<file path="config.mk">
export PLATFORM = sky130hd
export DESIGN_NAME = demux_32_1_2
export DESIGN_NICKNAME = d
export VERILOG_FILES = /design/src/rtl/demux_32_1_2.sv
export SDC_FILE = /design/constraint.sdc
export NUM_CORES = 1
export LEC_CHECK = 0
export BUFFER_PORTS_ARGS = -buffer_cell sky130_fd_sc_hd__buf_2
export CAP_MARGIN = 10
export CORE_ASPECT_RATIO = 2
export CORE_MARGIN = 4
export CORE_UTILIZATION = 40
export DETAILED_ROUTE_END_ITERATION = 10
export GPL_TIMING_DRIVEN = 1
export HOLD_SLACK_MARGIN = 0.02
export PLACE_DENSITY = 0.65
export SLEW_MARGIN = 10
export SYNTH_ARGS = -nofsm -noshare
export SYNTH_HDL_FRONTEND = slang
export SYNTH_SLANG_ARGS = --single-unit
</file>
<file path="constraint.sdc">
create_clock -name clk -period 1.2 [get_ports clk]
set_input_delay 0 -clock clk [delete_from_list [all_inputs] [get_ports clk]]
set_output_delay 0 -clock clk [all_outputs]
set_load 0.005 [all_outputs]
</file>
<file path="src/rtl/demux_32_1_2.sv">
// demux_32_1_2 -- registered 1-to-2 demultiplexer for WIDTH-bit words.
//
// The select s steers each input word to one of two outputs. Output c0 feeds
// the register-write port and c1 feeds the store/forward port. Each output has
// a one-entry holding register with its own valid/ready handshake, so either
// destination can stall without blocking the other. A full port that is
// drained and loaded on the same edge stays full, which gives one word per
// clock per port.
//
// Optional build macro DEMUX_CNT_EN adds the cnt0/cnt1 ports. Each is a
// CNT_W-bit counter that counts words delivered on its port and wraps around
// at 2^CNT_W. Without the macro, the counters and their ports do not exist.
//
// Reset is synchronous and active-low. A reset discards held words and clears
// both data registers to zero.

module demux_32_1_2 #(
  parameter int WIDTH = 32,
  parameter int CNT_W = 16
) (
  input  logic             clk,
  input  logic             rst_n,
  input  logic [WIDTH-1:0] a,
  input  logic             s,
  input  logic             a_valid,
  output logic             a_ready,
  output logic [WIDTH-1:0] c0,
  output logic             c0_valid,
  input  logic             c0_ready,
  output logic [WIDTH-1:0] c1,
  output logic             c1_valid,
  input  logic             c1_ready
`ifdef DEMUX_CNT_EN
  ,
  output logic [CNT_W-1:0] cnt0,
  output logic [CNT_W-1:0] cnt1
`endif
);

  typedef enum logic {
    EMPTY = 1'b0,
    FULL  = 1'b1
  } port_state_e;

  port_state_e      state_q [2];
  port_state_e      state_d [2];
  logic [WIDTH-1:0] data_q  [2];
  logic [WIDTH-1:0] data_d  [2];

  logic [1:0] out_ready;
  logic [1:0] slot_free;
  logic [1:0] drain;
  logic [1:0] load;

  assign out_ready = {c1_ready, c0_ready};

  // Per-port events and the input handshake. a_ready looks only at the port that s selects.
  always_comb begin
    // NOTE: every signal assigned in always_comb gets a default first, so no path can leave it unassigned and infer a latch.
    slot_free = '0;
    drain     = '0;
    load      = '0;
    for (int k = 0; k < 2; k++) begin
      slot_free[k] = (state_q[k] == EMPTY) | out_ready[k];
      drain[k]     = (state_q[k] == FULL) & out_ready[k];
    end
    a_ready = slot_free[s];
    for (int k = 0; k < 2; k++) begin
      load[k] = a_valid & slot_free[s] & (s == 1'(k));
    end
  end

  // Next state of each holding register. A load wins over a drain, so a full
  // port that is drained and loaded on the same edge stays full.
  always_comb begin
    for (int k = 0; k < 2; k++) begin
      state_d[k] = state_q[k];
      data_d[k]  = data_q[k];
      if (load[k]) begin
        state_d[k] = FULL;
        data_d[k]  = a;
      end else if (drain[k]) begin
        state_d[k] = EMPTY;
      end
    end
  end

  // Port state and data registers.
  always_ff @(posedge clk) begin
    // NOTE: sequential state uses non-blocking assignments, so every register samples pre-edge values regardless of block order.
    if (!rst_n) begin
      for (int k = 0; k < 2; k++) begin
        state_q[k] <= EMPTY;
        // NOTE: the data registers are reset as well as the valids, because c0/c1 must read 0 after reset and not stale words.
        data_q[k]  <= '0;
      end
    end else begin
      for (int k = 0; k < 2; k++) begin
        state_q[k] <= state_d[k];
        data_q[k]  <= data_d[k];
      end
    end
  end

  assign c0       = data_q[0];
  assign c1       = data_q[1];
  assign c0_valid = (state_q[0] == FULL);
  assign c1_valid = (state_q[1] == FULL);

`ifdef DEMUX_CNT_EN
  logic [CNT_W-1:0] cnt_q [2];
  logic [CNT_W-1:0] cnt_d [2];

  // Delivered-word counters. They count one per drain and wrap naturally at 2^CNT_W.
  always_comb begin
    for (int k = 0; k < 2; k++) begin
      cnt_d[k] = cnt_q[k] + CNT_W'(drain[k]);
    end
  end

  // Counter registers.
  always_ff @(posedge clk) begin
    if (!rst_n) begin
      for (int k = 0; k < 2; k++) begin
        cnt_q[k] <= '0;
      end
    end else begin
      for (int k = 0; k < 2; k++) begin
        cnt_q[k] <= cnt_d[k];
      end
    end
  end

  assign cnt0 = cnt_q[0];
  assign cnt1 = cnt_q[1];
`else
  // Counter build is off, so cnt0/cnt1 and their logic are absent.
`endif

endmodule

</file>
=== After elaboration in Yosys (flattened, before gate mapping) ===
Memories as Yosys holds them, arrays and structs flattened.
Cells that the tools add are included.

* Register bits after elaboration: 0
* Memories kept: 2
* Input port bits: 38
* Output and inout port bits: 67
* Memory bits (writable): 66

{| class="wikitable"
|+ Memory list
! name !! depth !! width !! rd ports !! clocked after Yosys merged registers in !! wr ports !! line !! source
|-
| data_q || 2 || 32 || 2 || 0 || 2 || 47 || <nowiki>logic [WIDTH-1:0] data_q [2];</nowiki>
|-
| state_q || 2 || 1 || 2 || 0 || 2 || 45 || <nowiki>port_state_e state_q [2];</nowiki>
|}

* $lt $le $gt $ge: 1
* Bitwise operators: 14
* Mux-type cells: 14

{| class="wikitable"
|+ Operators by type and width
! kind !! count
|-
| 32-bit two-way mux || 4
|-
| 1-bit two-way mux || 10
|-
| 1-bit bitwise OR || 6
|-
| 1-bit bitwise AND || 5
|-
| 1-bit NOT || 3
|-
| 1-bit by 2-bit < comparator with 1-bit output (second input constant) || 1
|}

=== Longest topological paths before layout ===
Gate-level depths: netlist (run 1).

* Depth after elaboration: 8
* Gate-level depth with buffers: 5
* Depth with buffers taken out: 3

=== Worst setup path after synthesis (run 1) ===
OpenSTA, ideal clock, no wires.

* Path kind: register -> register
* From: memory state_q[0][0] (netlist name)
* To: memory data_q[0][2]
* Period minus slack after synthesis: 1.120 ns
* Stages on the path, launching flop included: 6
* Path slack: 0.080 ns
* Required time: 1.128 ns
* Arrival time: 1.049 ns
* Cell sequence: dfxtp_1 nor2b_4 nor3b_2 buf_6 buf_12 mux2i_1

{| class="wikitable"
|+ RTL lines
! element !! line
|-
| from (decl) || 45
|-
| to (decl) || 47
|}

==> out/results.txt, run 1 <==
In the final layout, the share of cells above drive strength 1 is 34.2%. The setup violation total in the final timing report is 1. For this run, the top clock speed supported by timing is 815 MHz. The run gives 2,191 as the via count.

VDD sags by at most 0.00117 V. Gate family responsible for the most delay along the worst path: simple AND/OR/NAND/NOR gates. The post-route worst setup slack is -26.4 ps, and the floorplan die width is 64.9 um. The number of clock buffers added by TritonCTS is 9. The register-to-register path setup slack is -30 ps, and the standard-cell row count is 41. STA classifies the critical path endpoint as a flip-flop. Hold is met by 171 ps.

The synthesized design contains 66 register bits. Post-synth net total: 290. In this run the clock root is driven by a clkbuf_16.

The transition time at the pin with the least slew margin came out at 365 ps. The die is 122 um tall. For the static leakage, the log shows 1.79 nW.

Overall power consumption after layout is estimated at 0.00528 W. Setup repair after global routing could not meet its margin everywhere. The first global-routing pass estimated 10,500 um of wire.

The count of nets left with antenna violations once routing finished came out at 0. The synthesized instance count was 252. On the critical path, the stage with the largest delay is an instance of dfxtp_2.

The setup path with the least slack is of type reg -> reg. The number of antenna diodes in the final layout is 0. TritonCTS built the clock tree. The logs give 41.1% for the initial core utilization and 0 for the residual overflow from global routing.

The smallest clock period supported by the final layout is computed as 1230 ps. Dividing the final minimum period by the clock period gives 102%. The met1 wire length came out at 2340 um.

The final layout contains routed wiring with a total length of 6530 um. The power density relative to cell area is 1400 nW/um2, and the non-filler instance count after layout is 481. The average instance area after synthesis is 10.3 um2. For the wire length on met3, the log shows 339 um. Yosys mapped the design onto 13 distinct sky130hd cell types. Walking the worst path, the cells encountered are nor2b_4 -> nor3b_4 -> buf_6 -> buf_8 -> mux2i_2. The run finished, with violations left. Detailed routing placed a total of 3670 um of wire on met2. The run gives 51.0% as the sequential share of the synthesized area.

The area growth from synthesis to layout is 45.9%. Using the TritonRoute via totals, the vias-per-cell ratio works out to 4.56. The run gives 0 as the number of pins exceeding their max-slew limit in the final report. The worst setup path is launched from a flip-flop. Max-cap violations in this run came to 0.

The buffering stage count on the worst path with inverters included was 2; the maximum number of pins on one net before global-route repair was 61. The die covers 7910 um2. In the routed design, unresolved DRC markers number 0. The wire-length estimate of the detail-placed layout is 4400 um.

The min-delay analysis places its worst path in the category in -> reg. The wire length per cell is 13.6 um. The placeable core region came out at 6310 um2. The highest fanout seen on the critical path was 7; the signal arrival time at the worst endpoint was 1470 ps.

The congestion estimate from routability-driven global placement came to 0.759. In this run the tool buffered the top-level ports with 104 buffer cells. The I/O pin count is 105.

No sink is reached through more buffers than the 2 on the longest clock path. The logs give 4 for the number of search-and-repair iterations in the first detailed-routing pass and 75.6% for the worst slew slack as a fraction of its limit. Clock latency on the worst-skew pair, taken at its later pin, is 320 ps. The post-CTS clock slew at the launch and capture registers of the worst setup and hold paths came out at 50 ps.

The final reports fail on setup timing. The mapped netlist covers 2590 um2. Data on the critical path is required at its endpoint by 1440 ps. The via count of the first global-routing pass was 2,217; the maximum level of the CTS H-tree was 3. For this run, the total global-route usage over all layers was measured as 17.6%. The number of sinks handled by clock tree synthesis is 66. After the last flow step, the layout net total stands at 430. Counting the fill cells in the layout gives 566.

On the final layout, the worst clock skew is 6.42 ps. For the number of cells in the design after placement, the log shows 432. The highest layer used for signal routing was met4. The largest single stage delay on the critical path is 320 ps.

The tools report the number of hold violations in the final report as 0. The run gives 0 as the Yosys warning count. For the number of antenna violations at the first check in global routing, the log shows 0.

The violation count after the first detailed-route iteration was 84.
[flip-flops by register name, summed over array words and instances (netlist names)]
signal   cells
state_q      2
data_q      64
[worst register-to-register path, stage by stage, from the launching register on]
cell and delay, ps:
dfxtp_2 320, nor2b_4 130, nor3b_4 210, buf_6 150, buf_8 140, mux2i_2 210
[synthesized netlist by cell type]
master | count | area, um2
nand2_1 | 97 | 364
dfxtp_1 | 66 | 1320
mux2i_1 | 65 | 651
buf_12 | 6 | 120
buf_2 | 6 | 30.0
clkbuf_1 | 4 | 15.0
o21a_1 | 2 | 15.0
and2b_4 | 1 | 10.0
buf_4 | 1 | 7.51
buf_6 | 1 | 11.3
nor2_8 | 1 | 20.0
nor2b_4 | 1 | 13.8
nor3b_2 | 1 | 12.5
[cells by family (layout without fill, tap and decap cells)]
logic type / after synthesis / count (layout) / share of synthesized area, %
AOI/OAI and AO/OA: 2 / 2 / 0.579
DFF: 66 / 66 / 51.0
buffers and inverters: 18 / 161 / 7.10
and+or+nand+nor: 101 / 101 / 16.2
muxes: 65 / 65 / 25.1
[report_power, final]
| group | total, W | switching [W] | internal (W) |
|---|---|---|---|
| combinational | 0.000636 | 0.000287 | 0.000350 |
| clock | 0.00227 | 0.000862 | 0.00141 |
| sequential | 0.00237 | 0.0000616 | 0.00231 |
[worst paths after layout]
kind | start | endpoint | depth (start not counted)
min reg2reg | data_q[0][49] | data_q[0][49] | 2
max reg2reg | state_q[0][0] | data_q[0][25] | 5
max | state_q[0][0] | data_q[0][25] | 5
min | c0_ready | state_q[0][0] | 4
[final cells by class]
| type | count | area, um2 | share of cell area, % |
|---|---|---|---|
| Clock buffer | 10 | 239 | 6.32 |
| Clock inverter | 4 | 20.0 | 0.529 |
| Multi-Input combinational cell | 168 | 1100 | 29.0 |
| Sequential cell | 66 | 1320 | 35.0 |
| Tap cell | 86 | 108 | 2.85 |
| Timing Repair Buffer | 147 | 996 | 26.3 |
[cells in the final DEF, fill, tap and decap left out, types with 2 or more instances in the layout]
| cell | synthesis | routed |
|---|---|---|
| clkbuf_16 | 0 | 9 |
| buf_4 | 1 | 2 |
| clkinv_2 | 0 | 4 |
| dfxtp_1 | 66 | 65 |
| buf_6 | 1 | 4 |
| o21a_1 | 2 | 2 |
| dlygate4sd3_1 | 0 | 32 |
| nand2_1 | 97 | 97 |
| mux2i_1 | 65 | 64 |
| buf_12 | 6 | 4 |
| buf_2 | 6 | 104 |
[timing repair]
| action | CTS | global route |
|---|---|---|
| gates cloned | 1 | 0 |
| setup endpoints to repair | 25 | 32 |
| setup buffers | 2 | 1 |
| hold buffers | 32 | 0 |
| gates resized for setup | 6 | 6 |
| pin swaps | 1 | 1 |
| hold endpoints to repair | 64 | 0 |
[per-stage QoR]
step                      TNS (ps)  setup WS [ps]  util [%]  cell area [um2]
after floorplan                  0           79.7         -             2590
after CTS                     -310          -26.0      59.8             3770
after detailed placement      -742          -69.3      50.0             3150
after global placement           0           30.8      50.0             3150
after global routing         -1510          -92.3      59.9             3780
final                        -26.4          -26.4      59.9             3780
[routing by layer]
layer  GRT usage (%)  vias to the layer above
li1                -                     1097
met1            17.7                     1015
met2            31.2                       65
met3            5.35                       14
met4            10.3                        0
met5               0                        -
(Power assumes the default switching activity.)
==> run 2: changes to the inputs <==
==> constraint.sdc (replaced) <==
create_clock -name clk -period 1.5 [get_ports clk]
set_input_delay 0 -clock clk [delete_from_list [all_inputs] [get_ports clk]]
set_output_delay 0 -clock clk [all_outputs]
set_load 0.005 [all_outputs]
==> run 2 against run 1 <==
  * The run now ends clean
  * First-iteration DRC count fell by 29%
  * Highest routed layer unchanged
  * Largest power group unchanged
  * Via count fell by 3.0%
  * Final cell count fell by 1.5%
==> out/results.txt, run 2 (same netlist as run 1, synthesis figures left out) <==
The class of the worst hold path is in -> reg. TritonCTS built the clock tree. The die outline height works out to 122 um (unchanged).

The wire length per cell works out to 12.7 um (-6.2%). The worst hold path begins at c0_ready. Switching component of the power: 0.000922 W (-24%). For the setup violation total in the final timing report, the log shows 0 (-1). The floorplan die width is 64.9 um (unchanged), and the number of hold violations in the final report is 0 (unchanged).

Total area of multi-input combinational cells: 1090 um2 (-0.34%). Setup repair after global routing left no endpoint under its margin. The logs give 1.73 nW (-3.2%) for the static leakage and 48.8 ps (-122 ps) for the worst hold slack across all endpoints. For the fill cell instance count of the final layout, the log shows 562 (-0.71%). The number of pins exceeding their max-slew limit in the final report was 0 (unchanged); the post-detailed-route via-to-cell ratio was 4.48 (-1.6%). The tools report the count of nets left with antenna violations after detail routing as 0 (unchanged). The largest registers in the layout are data_q: 64 flops, state_q: 2 flops. The remaining routing DRC violations was 0 (unchanged); the number of antenna violations at the first check in global routing was 0 (unchanged).

The logs give 4.13 ps (-2.29 ps) for the worst clock skew on the final layout and 271 ps (+298 ps) for the post-route worst setup slack. For the placeable core region, the log shows 6310 um2 (unchanged). For the clock insertion delay at the later pin of the skew report, the log shows 320 ps (about the same). Cell chosen for the clock root: clkbuf_16.

Number of buffers created by CTS: 9 (unchanged). The post-CTS clock slew at the launch and capture registers of the worst setup and hold paths is 50 ps (about the same), and the fmax is 814 MHz (-0.20%). The library cells used most frequently in the layout, excluding fill and tap cells, are 104 x buf_2, 97 x nand2_1, 66 x dfxtp_1, 65 x mux2i_1, 32 x dlygate4sd3_1. For the worst slack at placement, the log shows 271 ps (+341 ps). Highest fanout seen on the critical path: 33 (+26).

The tools report the startpoint of the worst register-to-register path as state_q[0][0]. The run gives 0.00325 W (-20%) as the cell-internal power. The worst setup path is of the reg -> reg kind. The switching share of power is 22.1% (-0.81 points), and the area of the die is 7910 um2 (unchanged).

The violation count after the first detailed-route iteration is 60 (-29%), and the worst-case clock buffer depth is 2 (unchanged). The library cell used most frequently in the layout, excluding fill and tap cells, is buf_2. The clock network fraction of total power was 43.1% (about the same); the max-capacitance violation count was 0 (unchanged).

For the global-route wire length before repair, the log shows 9610 um (-8.1%). The worst stage delay on the critical path is 300 ps (-20 ps), and the number of sinks handled by clock tree synthesis is 66 (unchanged). The routability-driven placement congestion ratio was 0.738 (-2.8%). The register with the highest flop count was data_q.

The element type at the critical path start is a flip-flop. The most critical setup path has its startpoint at state_q[0][0]. The run finished with clean final reports.

Accumulated negative setup slack: 0 ps (+26.4 ps). The count of input and output buffers works out to 104 (unchanged). The area taken by flip-flops and latches is 1320 um2 (about the same), and the buffer count from post-CTS setup fixing is 0 (-2). The portion of total power attributed to sequential cells is 45.5% (+0.6 points).

The slowest stage of the critical path belongs to the cell dfxtp_1. The total track usage was 16.0% (-1.6 points). The share of layout cells above drive strength 1 is 31.4% (-2.7 points), and the via count is 2,125 (-3.0%).

For the maximum ir drop on the vdd rail, the log shows 0.000871 V (-26%). The residual overflow from global routing was 0 (unchanged). Walking the worst path, the cells encountered are nor2b_4 -> nor3b_4 -> buf_12 -> mux2i_1. Standard-cell row count: 41 (unchanged). The worst setup path is captured at a flip-flop. For the detailed placer's ending HPWL, the log shows 4020 um (-8.8%).

Transition time at the pin with the least slew margin: 377 ps (+11.1 ps). The final cycle utilization of the critical path is 81.9% (-20 points). For the total routed wirelength, the log shows 6030 um (-7.6%).

The relative area change from synthesis to final layout came out at 42.2%. The I/O pin count is 105 (unchanged), and the initial core utilization is 41.1% (unchanged). The number of diodes added for antenna fixing was 0 (unchanged).

Net count of the finished layout: 423 (-1.6%). The flip-flop count of the largest register, all copies and words added was 64 (unchanged); the data required time at the worst endpoint was 1740 ps (+300 ps). The quantity of gates resized following cts came out at 0 (-6).

Shortest period the worst path allows: 1230 ps (+2.44 ps). The power density relative to cell area came out at 1130 nW/um2 (-19%). Combinational share of power: 11.4% (-0.6 points).

The maximum number of pins on one net before global-route repair was 99 (+62%). The tools report the signal arrival time at the worst endpoint as 1470 ps (about the same). The run gives 3 (unchanged) as the maximum level of the CTS H-tree.

The number of search-and-repair iterations in the first detailed-routing pass is 4 (unchanged), and the via count of the first global-routing pass is 2,056 (-7.3%). For the worst slew slack as a fraction of its limit, the log shows 74.9% (-0.74 points).
run 2: layer usage:
layer | wire [um] | global-route usage (%) | part of all wire [%]
met2 | 3300 | 28.4 | 55
met1 | 2250 | 16.2 | 37
met4 | 192 | 9.80 | 3.2
met3 | 289 | 4.61 | 4.8
met5 | 0 | 0 | 0
run 2: worst max-delay path, delay by kind of cell, from the launching register on:
kind          cells  cell delay (ps)
simple gates      2              340
flops             1              300
buf+inv           1              270
mux               1              230
run 2: power by group through the flow:
| stage | clock network, W | registers (W) | logic (W) |
|---|---|---|---|
| 6_report | 0.00180 | 0.00190 | 0.000476 |
| 5_1_grt | 0.00193 | 0.00191 | 0.000525 |
| 2_1_floorplan | 0 | 0.00194 | 0.000253 |
| 3_5_place_dp | 0 | 0.00193 | 0.000417 |
| 4_1_cts | 0.00187 | 0.00190 | 0.000483 |
| 3_3_place_gp | 0 | 0.00193 | 0.000410 |
run 2: cell type report:
type / count / share of cell area, %
well taps: 86 / 2.92
flip-flops and latches: 66 / 35.9
multi-input cells: 168 / 29.7
clock buffers: 14 / 6.90
repair buffers: 140 / 24.7
run 2: path summary, 6_finish.rpt:
check	to	slack, ps	cells past startpoint
max	data_q[0][26]	270	4
min	state_q[0][0]	50	3
max reg2reg	data_q[0][26]	270	4
min reg2reg	data_q[0][8]	450	2
run 2: through the flow:
| stage | utilization (%) | total power, W | cells | area (um2) |
|---|---|---|---|---|
| floorplan | - | 0.00219 | 252 | 2590 |
| global placement | 49.3 | 0.00234 | 428 | 3110 |
| detailed placement | 49.3 | 0.00235 | 428 | 3110 |
| CTS | 58.4 | 0.00425 | 474 | 3680 |
| global route | 58.4 | 0.00436 | 474 | 3680 |
| finish | 58.4 | 0.00417 | 474 | 3680 |
run 2: repair_timing:
action                                 in CTS  in global routing
setup endpoints to repair                   0                  0
endpoints found under the hold margin      64                  0
hold buffers                               32                  0
==> run 3: changes to the inputs <==
--- a/config.mk
+++ b/config.mk
@@ -13,7 +13,7 @@
 export DETAILED_ROUTE_END_ITERATION = 10
 export GPL_TIMING_DRIVEN = 1
 export HOLD_SLACK_MARGIN = 0.02
-export PLACE_DENSITY = 0.65
+export PLACE_DENSITY = 0.68
 export SLEW_MARGIN = 10
 export SYNTH_ARGS = -nofsm -noshare
 export SYNTH_HDL_FRONTEND = slang
==> constraint.sdc (replaced) <==
create_clock -name clk -period 1 [get_ports clk]
set_input_delay 0 -clock clk [delete_from_list [all_inputs] [get_ports clk]]
set_output_delay 0 -clock clk [all_outputs]
set_load 0.005 [all_outputs]
==> run 3 against run 2 <==
  * The run now ends with setup timing left
  * Total power rose by 63%
  * Setup slack worse by 500 ps
  * Register-to-register slack worse by 500 ps
  * Clock skew about the same
  * Via count grew 4.6%
  * Critical endpoint is now data_q[0][7]
  * Highest routed layer unchanged
==> out/results.txt, run 3 (same netlist as run 1, synthesis figures left out) <==
The path depth of the worst reg2reg path was 5 (+1). The number of hold violations in the final report is 0 (unchanged), and the post-detailed-route via-to-cell ratio is 4.51 (+0.58%). The shortest period the worst path allows is 1230 ps (+2.22 ps).

Setup repair after global routing could not meet its margin everywhere. TritonCTS built the clock tree. The standard cell area after detailed placement is 3200 um2 (+3.0%), and the number of antenna violations at the first check in global routing is 0 (unchanged).

The run gives 1.88 nW (+9.0%) as the static leakage. The worst clock skew on the final layout was 4.50 ps (+0.367 ps). The run gives 4.52% (-0.092 points) as the met3 global-route usage.

The tools report the register-to-register path setup slack as -230 ps (-500 ps). The fmax is 812 MHz (-0.18%). The count of nets left with antenna violations after detail routing is 0 (unchanged), and the worst slew slack as a fraction of its limit is 86.0% (+11 points). Global-route wire length before repair: 10,600 um (+10%).

The cell with the largest stage delay on the worst path was dfxtp_2. The flow ran to the end, but the final reports show violations. The final cycle utilization of the critical path works out to 123% (+41 points). The residual overflow from global routing is 0 (unchanged).

The path class of the tightest hold or removal check is in -> reg. The post-CTS clock slew at the launch and capture registers of the worst setup and hold paths works out to 50 ps (about the same). The largest registers in the layout are data_q: 64 flops, state_q: 2 flops. The met2 routing resource usage after global routing came out at 29.9% (+1.5 points).

The number of pins exceeding their max-slew limit in the final report was 0 (unchanged); the standard-cell row count was 41 (unchanged). The wire length per cell is 13.8 um (+8.5%). The hold path endpoint is state_q[0][0]. The share of layout cells above drive strength 1 works out to 35.6% (+4.2 points). The initial core utilization came out at 41.1% (unchanged).

The total design power is 0.00682 W (+63%), and the placeable core region is 6310 um2 (unchanged). For the remaining routing DRC violations, the log shows 0 (unchanged). The signal arrival time at the worst endpoint was 1470 ps (about the same); the routability-driven placement congestion ratio was 0.771 (+4.4%). The area taken by flip-flops and latches was 1320 um2 (+0.19%). The via count of the first global-routing pass came out at 2,258 (+9.8%).

Worst-case clock buffer depth: 2 (unchanged). The number of search-and-repair iterations in the first detailed-routing pass was 6 (+2); the flip-flop count of the largest register, all copies and words added was 64 (unchanged). The transition time at the pin with the least slew margin is 210 ps (-167 ps), and the total routed wirelength is 6810 um (+13%). The tools report the cell chosen for the clock root as clkbuf_16. Power density relative to cell area: 1700 nW/um2 (+50%).

The worst setup path is captured at a flip-flop. The number of diodes added for antenna fixing was 0 (unchanged). The worst slack at placement was -219 ps (-490 ps); the total track usage was 17.4% (+1.4 points).

The detailed placer's ending HPWL came out at 4380 um (+9.1%). The peak-usage layer in the global routing report was met2. The run gives 0.00102 V (+17%) as the maximum ir drop on the vdd rail. The worst stage delay on the critical path is 320 ps (+20 ps), and the highest fanout seen on the critical path is 6 (-82%). For the I/O pin count, the log shows 105 (unchanged). The tools report the final instance area as 4010 um2 (+8.9%). The tools report the origin of the worst min-delay path as rst_n. Buffering stage count on the worst path with inverters included: 2 (+1). On the critical path the largest part of the delay comes from simple AND/OR/NAND/NOR gates. The critical path is of the reg -> reg type. The worst register-to-register path begins at state_q[0][0].

The met1 track demand over resource was 19.2% (+3.1 points); the floorplan die width was 64.9 um (unchanged). The number of sinks handled by clock tree synthesis is 66 (unchanged), and the violation count after the first detailed-route iteration is 68 (+13%). The checks that failed: setup timing. Walking the worst path, the cells encountered are nor2b_4 -> nor3b_4 -> buf_6 -> clkbuf_16 -> mux2i_1.

The run gives 67 (+67) as the setup violation total in the final timing report. Data required time at the worst endpoint: 1240 ps (-500 ps). The run gives 7910 um2 (unchanged) as the area of the die. The worst register-to-register path ends at data_q[0][7]. The relative area change from synthesis to final layout is 54.8%. The register with the highest flop count was data_q.

The worst hold path cell count works out to 3 (unchanged). The run gives 0 (unchanged) as the max-capacitance violation count. The worst hold slack across all endpoints came out at 178 ps (+130 ps).

The number of buffers created by CTS came out at 9 (unchanged). The library cell used most frequently in the layout, excluding fill and tap cells, is buf_2. STA classifies the critical path startpoint as a flip-flop.

The logs give 2,223 (+4.6%) for the via count and -231 ps (-502 ps) for the post-route worst setup slack. The top cell types in the final layout, fill and taps aside, are 104 x buf_2, 97 x nand2_1, 64 x mux2i_1, 64 x dfxtp_1, 32 x dlygate4sd3_1. Fill cell instance count of the final layout: 517 (-8.0%). For the maximum number of pins on one net before global-route repair, the log shows 54 (-45%). The clock insertion delay at the later pin of the skew report is 320 ps (about the same), and the maximum level of the CTS H-tree is 3 (unchanged). The logs give 1100 um2 (+1.1%) for the total area of multi-input combinational cells and 440 (+4.0%) for the net count of the finished layout. The count of input and output buffers was 104 (unchanged).

The die outline height works out to 122 um (unchanged).
[run 3: cell types whose count changed in the layout (fill, tap and decap cells not counted), sizes merged]
cell / change
buf: +15
bufinv: +1
clkbuf: +2
clkinv: +1
[run 3: final cells by class]
type | count | area share [%]
Timing Repair Buffer | 157 | 29.3
Multi-Input combinational cell | 168 | 27.6
Tap cell | 86 | 2.68
Clock inverter | 2 | 0.874
Clock buffer | 14 | 6.58
Sequential cell | 66 | 33.0
[run 3: repair_timing]
item | in CTS | in global routing
endpoints found under the hold margin | 64 | 0
gates resized for setup | 6 | 6
cloned | 2 | 3
hold buffers | 32 | 0
setup endpoints to repair | 65 | 67
buffers inserted | 3 | 3
[run 3: routing by layer]
layer | part of all wire, % | routed length (um) | vias up
met2 | 56 | 3810 | 65
met5 | 0 | 0 | -
met1 | 38 | 2580 | 1025
met3 | 4.7 | 320 | 8
met4 | 1.4 | 98 | 0
li1 | - | - | 1125
[run 3: power breakdown]
group	internal [W]	total, W	switching [W]
registers	0.00277	0.00285	0.0000729
logic	0.000492	0.000864	0.000372
clock network	0.00206	0.00311	0.00104
total	0.00533	0.00682	0.00149
[run 3: tightest hold or removal path, cell delays in order]
cell and delay [ps]:
buf_2 140, buf_12 180, o21a_1 120
[run 3: stage by stage]
step | instances | utilization, % | TNS, ps
after floorplan | 252 | - | -4600
after global placement | 435 | 50.7 | -6970
after detailed placement | 435 | 50.7 | -8710
after CTS | 488 | 62.2 | -10100
after global routing | 493 | 63.6 | -13850
final | 493 | 63.6 | -9570
[run 3: worst max-delay path by stage]
stage / startpoint / endpoint / cells after the start
after floorplan: state_q[0][0] / data_q[0][2] / 5
after global placement: state_q[0][0] / data_q[0][27] / 4
after detailed placement: state_q[0][0] / data_q[0][7] / 4
after CTS: state_q[0][0] / data_q[0][7] / 4
after global routing: state_q[0][0] / data_q[0][0] / 5
final: state_q[0][0] / data_q[0][7] / 5
